$ cat src/rtl/alu_sequencer_pkg.sv
// Shared opcode, bus request codes and FSM state type for alu_sequencer.
// Opcodes 6/7 are only accepted when ALU_SHIFT_EN is defined.
package alu_sequencer_pkg;

    localparam logic [3:0] OP_ADDI = 4'd1;
    localparam logic [3:0] OP_SUBI = 4'd2;
    localparam logic [3:0] OP_ANDI = 4'd3;
    localparam logic [3:0] OP_ORI  = 4'd4;
    localparam logic [3:0] OP_XORI = 4'd5;
    localparam logic [3:0] OP_SHLI = 4'd6;
    localparam logic [3:0] OP_SHRI = 4'd7;

    localparam logic [3:0] BUS_IDLE  = 4'b0000;
    localparam logic [3:0] BUS_REQ   = 4'b0011;
    localparam logic [3:0] BUS_READ  = 4'b0001;
    localparam logic [3:0] BUS_WRITE = 4'b0010;

    typedef enum logic [2:0] {
        IDLE,
        REQ,
        LOAD,
        EXEC,
        WRITE
    } state_e;

    function automatic logic op_valid(input logic [3:0] op);
        case (op)
            OP_ADDI, OP_SUBI, OP_ANDI, OP_ORI, OP_XORI: op_valid = 1'b1;
`ifdef ALU_SHIFT_EN
            OP_SHLI, OP_SHRI: op_valid = 1'b1;
`endif
            default: op_valid = 1'b0;
        endcase
    endfunction

endpackage

$ cat src/rtl/alu_sequencer_if.sv
// Shared register-file bus between alu_sequencer (master) and the bus agent (slave).
interface alu_sequencer_if #(
    parameter int unsigned WIDTH = 4
);
    logic [3:0]       bus_req;
    logic             bus_ready;
    logic [WIDTH-1:0] bus_in;
    logic [WIDTH-1:0] bus_out;
    logic             bus_oe;

    modport master (
        output bus_req, bus_out, bus_oe,
        input  bus_ready, bus_in
    );

    modport slave (
        input  bus_req, bus_out, bus_oe,
        output bus_ready, bus_in
    );
endinterface

$ cat src/rtl/alu_sequencer_exec.sv
// Combinational WIDTH-bit ALU producing a WIDTH+1 result (MSB = carry/borrow).
// Shifter (opcodes 6/7) is built only when ALU_SHIFT_EN is defined.
module alu_sequencer_exec
    import alu_sequencer_pkg::*;
#(
    parameter int unsigned WIDTH = 4
) (
    input  logic [3:0]       op,
    input  logic [WIDTH-1:0] a,
    input  logic [WIDTH-1:0] b,
    output logic [WIDTH:0]   c
);
    logic [WIDTH:0] a_x;
    logic [WIDTH:0] b_x;

    assign a_x = {1'b0, a};
    assign b_x = {1'b0, b};

`ifdef ALU_SHIFT_EN
    localparam logic [WIDTH-1:0] SH_LIMIT = WIDTH'(WIDTH);
`endif

    always_comb begin
        c = '0;
        case (op)
            OP_ADDI: c = a_x + b_x;
            // Wraps through bit WIDTH, so c[WIDTH] is the borrow (a < b).
            OP_SUBI: c = a_x - b_x;
            OP_ANDI: c = a_x & b_x;
            OP_ORI:  c = a_x | b_x;
            OP_XORI: c = a_x ^ b_x;
`ifdef ALU_SHIFT_EN
            OP_SHLI: c = (b >= SH_LIMIT) ? '0 : {1'b0, a << b};
            OP_SHRI: c = (b >= SH_LIMIT) ? '0 : {1'b0, a >> b};
`endif
            default: c = '0;
        endcase
    end

endmodule

$ cat src/rtl/alu_sequencer.sv
// Opcode+immediate ALU sequencer: fetches operand B over the bus, executes, writes back.
// Define ALU_SHIFT_EN to enable the SHLI/SHRI opcodes.
module alu_sequencer
    import alu_sequencer_pkg::*;
#(
    parameter int unsigned WIDTH   = 4,
    parameter int unsigned TIMEOUT = 15
) (
    input  logic             clk,
    input  logic             rst,
    input  logic             start,
    input  logic [3:0]       opcode,
    input  logic [WIDTH-1:0] imm,
    alu_sequencer_if.master  bus,
    input  logic             oe_n,
    output logic [WIDTH-1:0] result,
    output logic             carry,
    output logic             zero,
    output logic             busy,
    output logic             done,
    output logic             err
);
    localparam int unsigned CW = (TIMEOUT < 2) ? 1 : $clog2(TIMEOUT + 1);
    localparam logic [CW-1:0] CNT_LAST = (TIMEOUT == 0) ? '0 : CW'(TIMEOUT - 1);

    state_e           state_q, state_d;
    logic [CW-1:0]    cnt_q, cnt_d;
    logic [3:0]       op_q, op_d;
    logic [WIDTH-1:0] a_q, a_d, b_q, b_d;
    logic [WIDTH:0]   c_q, c_d, alu_c;
    logic [WIDTH-1:0] result_q, result_d, bus_out_q, bus_out_d;
    logic             carry_q, carry_d, zero_q, zero_d;
    logic             done_q, done_d, err_q, err_d, bus_oe_q, bus_oe_d;
    logic [3:0]       bus_req_q, bus_req_d;
    logic             timeout_hit;

    alu_sequencer_exec #(.WIDTH(WIDTH)) u_exec (
        .op (op_q),
        .a  (a_q),
        .b  (b_q),
        .c  (alu_c)
    );

    always_ff @(posedge clk) begin
        if (rst) begin
            state_q   <= IDLE;
            cnt_q     <= '0;
            op_q      <= '0;
            a_q       <= '0;
            b_q       <= '0;
            c_q       <= '0;
            result_q  <= '0;
            carry_q   <= 1'b0;
            zero_q    <= 1'b0;
            done_q    <= 1'b0;
            err_q     <= 1'b0;
            bus_req_q <= BUS_IDLE;
            bus_out_q <= '0;
            bus_oe_q  <= 1'b0;
        end else begin
            state_q   <= state_d;
            cnt_q     <= cnt_d;
            op_q      <= op_d;
            a_q       <= a_d;
            b_q       <= b_d;
            c_q       <= c_d;
            result_q  <= result_d;
            carry_q   <= carry_d;
            zero_q    <= zero_d;
            done_q    <= done_d;
            err_q     <= err_d;
            bus_req_q <= bus_req_d;
            bus_out_q <= bus_out_d;
            bus_oe_q  <= bus_oe_d;
        end
    end

    always_comb begin
        state_d     = state_q;
        cnt_d       = cnt_q;
        op_d        = op_q;
        a_d         = a_q;
        b_d         = b_q;
        c_d         = c_q;
        timeout_hit = 1'b0;
        case (state_q)
            IDLE: begin
                if (start && op_valid(opcode)) begin
                    state_d = REQ;
                    op_d    = opcode;
                    a_d     = imm;
                    cnt_d   = '0;
                end
            end
            REQ, LOAD: begin
                if (bus.bus_ready) begin
                    cnt_d = '0;
                    if (state_q == REQ) begin
                        state_d = LOAD;
                    end else begin
                        b_d     = bus.bus_in;
                        state_d = EXEC;
                    end
                end else if (TIMEOUT != 0 && cnt_q == CNT_LAST) begin
                    state_d     = IDLE;
                    timeout_hit = 1'b1;
                end else begin
                    cnt_d = cnt_q + 1'b1;
                end
            end
            EXEC: begin
                c_d     = alu_c;
                state_d = WRITE;
            end
            WRITE:   state_d = IDLE;
            default: state_d = IDLE;
        endcase
    end

    // Bus outputs are registered off the next state so bus_req tracks the state
    // register and the write-back code lines up with bus_oe/done.
    always_comb begin
        bus_req_d = BUS_IDLE;
        bus_out_d = '0;
        bus_oe_d  = 1'b0;
        done_d    = 1'b0;
        err_d     = 1'b0;
        result_d  = result_q;
        carry_d   = carry_q;
        zero_d    = zero_q;
        case (state_d)
            REQ:     bus_req_d = BUS_REQ;
            LOAD:    bus_req_d = BUS_READ;
            default: bus_req_d = BUS_IDLE;
        endcase
        if ((state_q == IDLE && start && !op_valid(opcode)) || timeout_hit) begin
            done_d = 1'b1;
            err_d  = 1'b1;
        end
        if (state_q == WRITE) begin
            result_d = c_q[WIDTH-1:0];
            carry_d  = c_q[WIDTH];
            zero_d   = (c_q[WIDTH-1:0] == '0);
            done_d   = 1'b1;
            if (!oe_n) begin
                bus_req_d = BUS_WRITE;
                bus_oe_d  = 1'b1;
                bus_out_d = c_q[WIDTH-1:0];
            end
        end
    end

    assign bus.bus_req = bus_req_q;
    assign bus.bus_out = bus_out_q;
    assign bus.bus_oe  = bus_oe_q;
    assign result      = result_q;
    assign carry       = carry_q;
    assign zero        = zero_q;
    assign busy        = (state_q != IDLE);
    assign done        = done_q;
    assign err         = err_q;

endmodule

$ cat src/flat_wrapper.sv
// flat-port wrapper written by rule: the top's interface ports become plain ports
module alu_sequencer_flat import alu_sequencer_pkg::*;
#(
    parameter int unsigned WIDTH   = 4,
    parameter int unsigned TIMEOUT = 15
)
  (clk, rst, start, opcode, imm, oe_n, result, carry, zero, busy, done, err, bus_bus_req, bus_bus_out, bus_bus_oe, bus_bus_ready, bus_bus_in);
  alu_sequencer_if #(.WIDTH(WIDTH)) bus_i ();
  input  logic clk;
  input  logic rst;
  input  logic start;
  input  logic [3:0] opcode;
  input  logic [WIDTH-1:0] imm;
  input  logic oe_n;
  output logic [WIDTH-1:0] result;
  output logic carry;
  output logic zero;
  output logic busy;
  output logic done;
  output logic err;
  output wire logic [$bits(bus_i.bus_req)-1:0] bus_bus_req;
  output wire logic [$bits(bus_i.bus_out)-1:0] bus_bus_out;
  output wire logic [$bits(bus_i.bus_oe)-1:0] bus_bus_oe;
  input wire logic [$bits(bus_i.bus_ready)-1:0] bus_bus_ready;
  input wire logic [$bits(bus_i.bus_in)-1:0] bus_bus_in;
  assign bus_bus_req = bus_i.bus_req;
  assign bus_bus_out = bus_i.bus_out;
  assign bus_bus_oe = bus_i.bus_oe;
  assign bus_i.bus_ready = bus_bus_ready;
  assign bus_i.bus_in = bus_bus_in;
  alu_sequencer #(.WIDTH(WIDTH), .TIMEOUT(TIMEOUT)) u_core (.clk(clk), .rst(rst), .start(start), .opcode(opcode), .imm(imm), .bus(bus_i), .oe_n(oe_n), .result(result), .carry(carry), .zero(zero), .busy(busy), .done(done), .err(err));
endmodule
$ cat config.mk
export PLATFORM = sky130hd
export DESIGN_NAME = alu_sequencer_flat
export DESIGN_NICKNAME = d
export VERILOG_FILES = /design/src/rtl/alu_sequencer_pkg.sv /design/src/rtl/alu_sequencer_if.sv /design/src/rtl/alu_sequencer_exec.sv /design/src/rtl/alu_sequencer.sv /design/src/flat_wrapper.sv
export SDC_FILE = /design/constraint.sdc
export NUM_CORES = 1
export LEC_CHECK = 0
export ABC_AREA = 1
export CORE_MARGIN = 4
export CORE_UTILIZATION = 37
export DETAILED_ROUTE_END_ITERATION = 10
export GPL_TIMING_DRIVEN = 0
export PLACE_DENSITY = 0.62
export SLEW_MARGIN = 20
export SYNTH_ARGS = -nofsm -noshare
export SYNTH_HDL_FRONTEND = slang
export SYNTH_HIERARCHICAL = 1
export SYNTH_SLANG_ARGS = --single-unit
$ cat constraint.sdc
create_clock -name clk -period 4.1 [get_ports clk]
set_input_delay 0.82 -clock clk [delete_from_list [all_inputs] [get_ports clk]]
set_output_delay 0.82 -clock clk [all_outputs]
set_load 0.02 [all_outputs]
==> flow_summary_export.csv, run 1 <==
group,metric,value,unit
setup_path,end_kind,"output pin",
setup_path,reg2reg_setup_slack,1.87,ns
route,drc,0,
layout,diodes,0,
logic_synthesis,syn_inst,281,
timing,setup-tns-final,0,ns
die,dieArea,7029,um2
clock_tree,cts_resized,0,
setup_path,crit_slowest_cell,"clkdlybuf4s50_1",
logic_synthesis,synthesis.area,2128,um2
clock_tree,clockRootBuffer,"clkbuf_8",
clock_tree,post-cts-setup-buffers,0,
place,gp_congestion,0.8209,
route,avgRoutedWirePerCell,11.43,um
logic_synthesis,synth_area_leaders,"dfxtp_1 37%, ha_1 8.8%, nor2_1 8.8%",
clock_tree,cts_tree,"built",
setup_path,critPathMaxFanout,5,
die,rows,27,
setup_path,critPathLaunchType,"register",
min_path,min-delay-start,"u_core/c_q[0]$_SDFFE_PP0N_",
timing,finalCriticalPeriod,2.322,ns
power_and_ir_drop,power_density,326.6,nW/um2
setup_path,required,3.28,ns
route,drt_iter0_drc,45,
logic_synthesis,synth_edf_count,0,
setup_path,r2r_start,"u_core/op_q[3]$_SDFFE_PP0P_",
place,io_buffer_count,32,
timing,relSlewSlack,65.21,%
setup_path,arrival,1.50,ns
global_routing,antenna_found_initial,0,
setup_path,ff2ff_path_depth,10,
logic_synthesis,synth-seq-cells,39,
logic_synthesis,yosysWarnings,6,
power_and_ir_drop,power,0.0008672,W
logic_synthesis,ys.flop_type,"dfxtp_1",
layout,nets,354,
min_path,hold_end,"u_core/bus.bus_out[0]$_SDFF_PP0_",
die,die_h,83.84,um
timing,period_share,56.63,%
route,via_per_inst,4.660,
job,drv_cap,0,
clock_tree,worstSkewPairLatency,0.29,ns
min_path,whs_path_depth,2,
clock_tree,clkSinkCount,39,
timing,finalMaxSlewViolations,0,
logic_synthesis,synth_top_cell_by_area,"dfxtp_1",
logic_synthesis,yosys.cell_types.count,31,
logic_synthesis,ys_top_cells_by_count,"50 x nor2_1, 39 x dfxtp_1, 34 x nand2_1",
clock_tree,hold_buffers,0,
setup_path,path_cells,"inv_1 > nand2_1 > clkdlybuf4s50_1",
status,status,"complete, no violations",
setup_path,crit_type,"register to output pin",
logic_synthesis,avgSynthCellArea,7.574,um2
timing,fmax,430.7,MHz
place,dp_hpwl,3.432,mm
timing,rsz0062_at_grt,"no",
route,wirelength,4.502,mm
clock_tree,numCtsBuffers,5,
logic_synthesis,ys_seq_area_share,36.68,%
global_routing,grt_max_degree,14,
die,chipWidth,83.84,um
setup_path,slowest_delay,0.60,ns
timing,setup_violations,0,
layout,areaGrowthSynthToFinish,24.75,%
die,initial_core_util,38.41,%
global_routing,gr-total-overflow,0,
global_routing,grt_pass1_wl,7.831,mm
timing,final-hold-violation-count,0,
clock_tree,htree_levels,2,
power_and_ir_drop,peakVddDrop,328.1,uV
global_routing,grtUsageTotal,13.63,%
clock_tree,clockBufferDepth,2,
power_and_ir_drop,cellLeakagePower,1.139,nW
logic_synthesis,yosysMostFrequentCell,"nor2_1",
route,vias,1836,
layout,drive_above_1_share,11.49,%
setup_path,rr_endpoint,"u_core/c_q[2]$_SDFFE_PP0N_",
die,core_area,5540,um2
route,first_pass_iters,4,
global_routing,grt_pass1_vias,1686,
clock_tree,clk_pin_slew_worst_paths,0.08,ns
timing,tightest_slew,0.5219,ns
logic_synthesis,yosysTopAreaCellShare,36.68,%
route,antenna_left,0,
timing,clock-skew-final,0.002523,ns
min_path,min_path_type,"register to register",
die,io_pins,35,
logic_synthesis,synthArstFlopShare,0,%
## flip-flops by register name, summed over array words and instances (netlist names)
signal and cells:
u_core/bus.bus_out 4, u_core/carry 1, u_core/bus.bus_req 2, u_core/err 1, u_core/result 4, u_core/done 1, u_core/bus.bus_oe 1, u_core/c_q 5
u_core/zero 1, u_core/b_q 4, u_core/state_q 3, u_core/a_q 4, u_core/op_q 4, u_core/cnt_q 4
## final cells by class
cell class | instances | area [um2]
Timing Repair Buffer | 32 | 320.3
Tap cell | 72 | 90.09
Buffer | 5 | 26.28
Fill cell | 586 | 2885
Clock buffer | 5 | 68.82
Inverter | 37 | 143.9
Clock inverter | 3 | 43.79
Multi-Input combinational cell | 201 | 1181
Sequential cell | 39 | 780.7
## how the worst max path moves through the flow
stage,start,end,cells after the start,slack [ns]
after global routing,u_core/op_q[3]$_SDFFE_PP0P_,u_core/c_q[3]$_SDFFE_PP0N_,12,1.66
after detailed placement,opcode[1],u_core/bus.bus_req[1]$_SDFF_PP0_,9,1.85
after global placement,opcode[1],u_core/bus.bus_req[0]$_SDFF_PP0_,9,1.86
final,u_core/state_q[2]$_SDFF_PP0_,busy,3,1.78
after CTS,u_core/state_q[1]$_SDFF_PP0_,busy,3,1.77
after floorplan,u_core/op_q[3]$_SDFFE_PP0P_,u_core/c_q[2]$_SDFFE_PP0N_,10,2.11
## cells by family (layout without fill, tap and decap cells)
group           after synthesis  in the layout  synth area share [%]
fa+ha+maj                    16             16                 9.759
buf+inv                      42             82                 7.995
simple gates                139            139                 33.39
xor+xnor                      3              3                 1.235
other cells                   1              2                0.1762
compound gates               41             41                 10.76
flops                        39             39                 36.68
## where the power goes
part / total (W) / switching, W / internal (W)
Sequential: 0.000405 / 0.0000138 / 0.000391
Clock: 0.000321 / 0.000140 / 0.000181
Combinational: 0.000142 / 0.0000808 / 0.0000609
## layer usage
metal	GRT usage (%)	share of wire, %	up-vias
met4	5.117	1.5	0
met2	20.54	44	39
li1	-	-	978
met5	0	0	-
met3	3.554	5.0	7
met1	18.60	49	812
## worst max-delay path: cells and delay by family, from the launching register on
family,cells,cell delay [ns]
buf+inv,2,0.74
flops,1,0.38
simple gates,1,0.10
## cells in the final DEF (no fill, tap or decap), types with 3 or more instances in the layout
cell             synthesis  routed
xor2_1                   3       3
nor2_4                   5       5
or2_2                    3       3
a21oi_1                 15      15
nor2_1                  50      50
clkdlybuf4s50_1          0      32
nand2_2                  7       7
inv_1                   33      33
clkbuf_8                 0       5
nand3_1                 19      19
nand2_1                 34      34
nand3b_1                 5       5
dfxtp_1                 39      39
nand4_1                  8       8
ha_1                    15      15
clkbuf_1                 3       3
o21ai_0                 22      22
## through the flow
stage	cell area, um2	utilization, %	std cells	hold slack [ns]	worst slack, ns
floorplan	2132	-	282	0.4308	2.106
global placement	2542	45.89	386	0.4597	1.858
detailed placement	2542	45.89	386	0.4599	1.851
CTS	2655	47.92	394	0.4750	1.775
global route	2655	47.92	394	0.4937	1.660
finish	2655	47.92	394	0.4746	1.778
Note: power is estimated with default switching activity, not from simulation.
==> run 2, diff against run 1 <==
==> constraint.sdc (replaced) <==
create_clock -name clk -period 2.44 [get_ports clk]
set_input_delay 0.488 -clock clk [delete_from_list [all_inputs] [get_ports clk]]
set_output_delay 0.488 -clock clk [all_outputs]
set_load 0.02 [all_outputs]
==> results of run 2 <==
Same layout as run 1 (identical final DEF). Status: complete, no violations.
Main changes from that run: setup slack after placement 1.851 ns -> 0.2299 ns; setup slack after layout 1.778 ns -> 0.2147 ns; start point of the critical path u_core/state_q[2]$_SDFF_PP0_ -> u_core/op_q[3]$_SDFFE_PP0P_; end point of the critical path busy -> u_core/c_q[2]$_SDFFE_PP0N_; register-to-register setup slack 1.87 ns -> 0.21 ns; total power 0.0008672 W -> 0.001457 W; worst IR drop on VDD 328.1 uV -> 551.3 uV
==> run 3, diff against run 2 <==
==> constraint.sdc (replaced) <==
create_clock -name clk -period 2.44 [get_ports clk]
set_input_delay 0.488 -clock clk [delete_from_list [all_inputs] [get_ports clk]]
set_output_delay 0.488 -clock clk [all_outputs]
set_load 0.1 [all_outputs]
==> run 3 against run 2 <==
  * Worst setup slack got worse by 0.031 ns
  * Die area unchanged
  * Flip-flop and latch count unchanged
  * Register-to-register slack about the same
  * Wire length about the same
  * First-iteration DRC count unchanged
  * Critical path depth decreased by 9
  * Combinational power increased by 20%
  * Largest power group unchanged
==> flow_summary_export.csv, run 3 (synthesis results as in run 1) <==
group,metric,value,unit
die,io_pins,35,
layout,drive_above_1_share,11.49,%
clock_tree,clockBufferDepth,2,
timing,finalCriticalPeriod,2.256,ns
die,die_h,83.84,um
global_routing,antenna_found_initial,0,
setup_path,critPathLaunchType,"register",
timing,setup-tns-final,0,ns
die,dieArea,7029,um2
global_routing,grt_pass1_vias,1686,
setup_path,arrival,1.77,ns
timing,clock-skew-final,0.002523,ns
setup_path,crit_family,"buffers and inverters",
die,rows,27,
global_routing,grt_max_degree,14,
global_routing,gr-total-overflow,0,
setup_path,r2r_start,"u_core/op_q[3]$_SDFFE_PP0P_",
layout,final_cell_mix,"50 x nor2_1, 39 x dfxtp_1, 34 x nand2_1",
route,wl_met1,2.211,mm
route,drc,0,
place,io_buffer_count,32,
timing,period_share,92.46,%
route,first_pass_iters,4,
setup_path,crit_slowest_cell,"clkdlybuf4s50_1",
setup_path,crit_type,"register to output pin",
timing,relSlewSlack,35.28,%
setup_path,critPathMaxFanout,2,
setup_path,end_kind,"output pin",
route,wl_met3,226,um
place,dp_hpwl,3.432,mm
setup_path,worstSetupStartpoint,"u_core/result[0]$_SDFFE_PP0N_",
power_and_ir_drop,seqPwrFrac,45.2,%
setup_path,reg2reg_setup_slack,0.21,ns
clock_tree,clk_pin_slew_worst_paths,0.08,ns
route,via_per_inst,4.660,
place,gp_congestion,0.8209,
die,chipWidth,83.84,um
layout,diodes,0,
power_and_ir_drop,internal-power,0.001062,W
clock_tree,numCtsBuffers,5,
timing,tightest_slew,0.9677,ns
route,wl_met2,1.995,mm
timing,whs,0.4746,ns
route,vias,1836,
power_and_ir_drop,cellLeakagePower,1.143,nW
timing,rsz0062_at_grt,"no",
global_routing,grt_pass1_wl,7.831,mm
setup_path,critPathCapture,"result[0]",
route,drt_iter0_drc,45,
min_path,min-delay-start,"u_core/c_q[0]$_SDFFE_PP0N_",
power_and_ir_drop,clkPwrFrac,35.8,%
die,core_area,5540,um2
clock_tree,worstSkewPairLatency,0.29,ns
timing,setup_violations,0,
layout,areaGrowthSynthToFinish,24.69,%
setup_path,required,1.95,ns
status,status,"complete, no violations",
clock_tree,clockRootBuffer,"clkbuf_8",
job,drv_cap,0,
min_path,min_path_type,"register to register",
power_and_ir_drop,p_sw,0.0004428,W
timing,finalMaxSlewViolations,0,
timing,fmax,443.2,MHz
die,initial_core_util,38.41,%
power_and_ir_drop,swShare,29.42,%
layout,largest_reg_flops,5,
clock_tree,hold_buffers,0,
clock_tree,htree_levels,2,
route,antenna_left,0,
route,highest_layer,"met4",
setup_path,rr_endpoint,"u_core/c_q[2]$_SDFFE_PP0N_",
clock_tree,cts_tree,"built",
clock_tree,clkSinkCount,39,
setup_path,cp.depth,1,
layout,nets,354,
power_and_ir_drop,p_comb_share,19.0,%
setup_path,path_cells,"clkdlybuf4s50_1",
timing,final-hold-violation-count,0,
route,wirelength,4.501,mm
power_and_ir_drop,power_density,567.2,nW/um2
global_routing,grtUsageTotal,13.63,%
setup_path,slowest_delay,1.14,ns
route,avgRoutedWirePerCell,11.42,um
layout,final_common_cell,"nor2_1",
setup_path,ff2ff_path_depth,10,
setup_path,cp_num_buf_inv,1,
layout,regMostFlops,"u_core/c_q",
power_and_ir_drop,peakVddDrop,551.4,uV
run 3: changes by cell type in the layout (fill, tap and decap cells not counted):
cell             delta
clkdlybuf4s50_1     -1
dlygate4sd2_1       +1
run 3: area by class of cell:
cell class	instances	area, um2
Clock inverter	3	43.79
Fill cell	587	2887
Multi-Input combinational cell	201	1181
Timing Repair Buffer	32	319.1
Sequential cell	39	780.7
Clock buffer	5	68.82
Buffer	5	26.28
Inverter	37	143.9
Tap cell	72	90.09
run 3: worst min-delay path by stage:
stage | to | slack, ns | depth (start not counted)
finish | u_core/bus.bus_out[0]$_SDFF_PP0_ | 0.47 | 2
global route | u_core/bus.bus_out[0]$_SDFF_PP0_ | 0.49 | 2
CTS | u_core/bus.bus_out[0]$_SDFF_PP0_ | 0.48 | 2
detailed placement | u_core/bus.bus_out[0]$_SDFF_PP0_ | 0.46 | 2
global placement | u_core/bus.bus_out[0]$_SDFF_PP0_ | 0.46 | 2
floorplan | u_core/bus.bus_out[0]$_SDFF_PP0_ | 0.43 | 2
run 3: timing repair:
action	in CTS	in global routing
endpoints found under the hold margin	0	0
gates resized for setup	1	0
endpoints found under the setup margin	1	0
buffers inserted	0	0
run 3: metrics by stage:
stage / power [W] / util (%) / cell area [um2] / std cells / worst slack (ns)
3_5_place_dp: 0.0009819 / 45.89 / 2542 / 386 / 0.2299
4_1_cts: 0.001525 / 47.90 / 2654 / 394 / 0.1646
5_1_grt: 0.001580 / 47.90 / 2654 / 394 / 0.00004730
3_3_place_gp: 0.0009793 / 45.89 / 2542 / 386 / 0.2462
2_1_floorplan: 0.0009033 / - / 2132 / 282 / 0.4458
6_report: 0.001505 / 47.90 / 2654 / 394 / 0.1839
run 3: per-layer routing:
| metal | global-route usage (%) | vias to the layer above |
|---|---|---|
| met4 | 5.117 | 0 |
| met2 | 20.54 | 39 |
| li1 | - | 978 |
| met3 | 3.554 | 7 |
| met1 | 18.60 | 812 |
| met5 | 0 | - |
run 3: power by group through the flow:
stage | clock (W) | combinational (W) | sequential (W)
after global routing | 0.000576 | 0.000320 | 0.000684
after global placement | 0 | 0.000285 | 0.000694
final | 0.000539 | 0.000286 | 0.000680
after floorplan | 0 | 0.000178 | 0.000725
after CTS | 0.000558 | 0.000287 | 0.000680
after detailed placement | 0 | 0.000287 | 0.000695
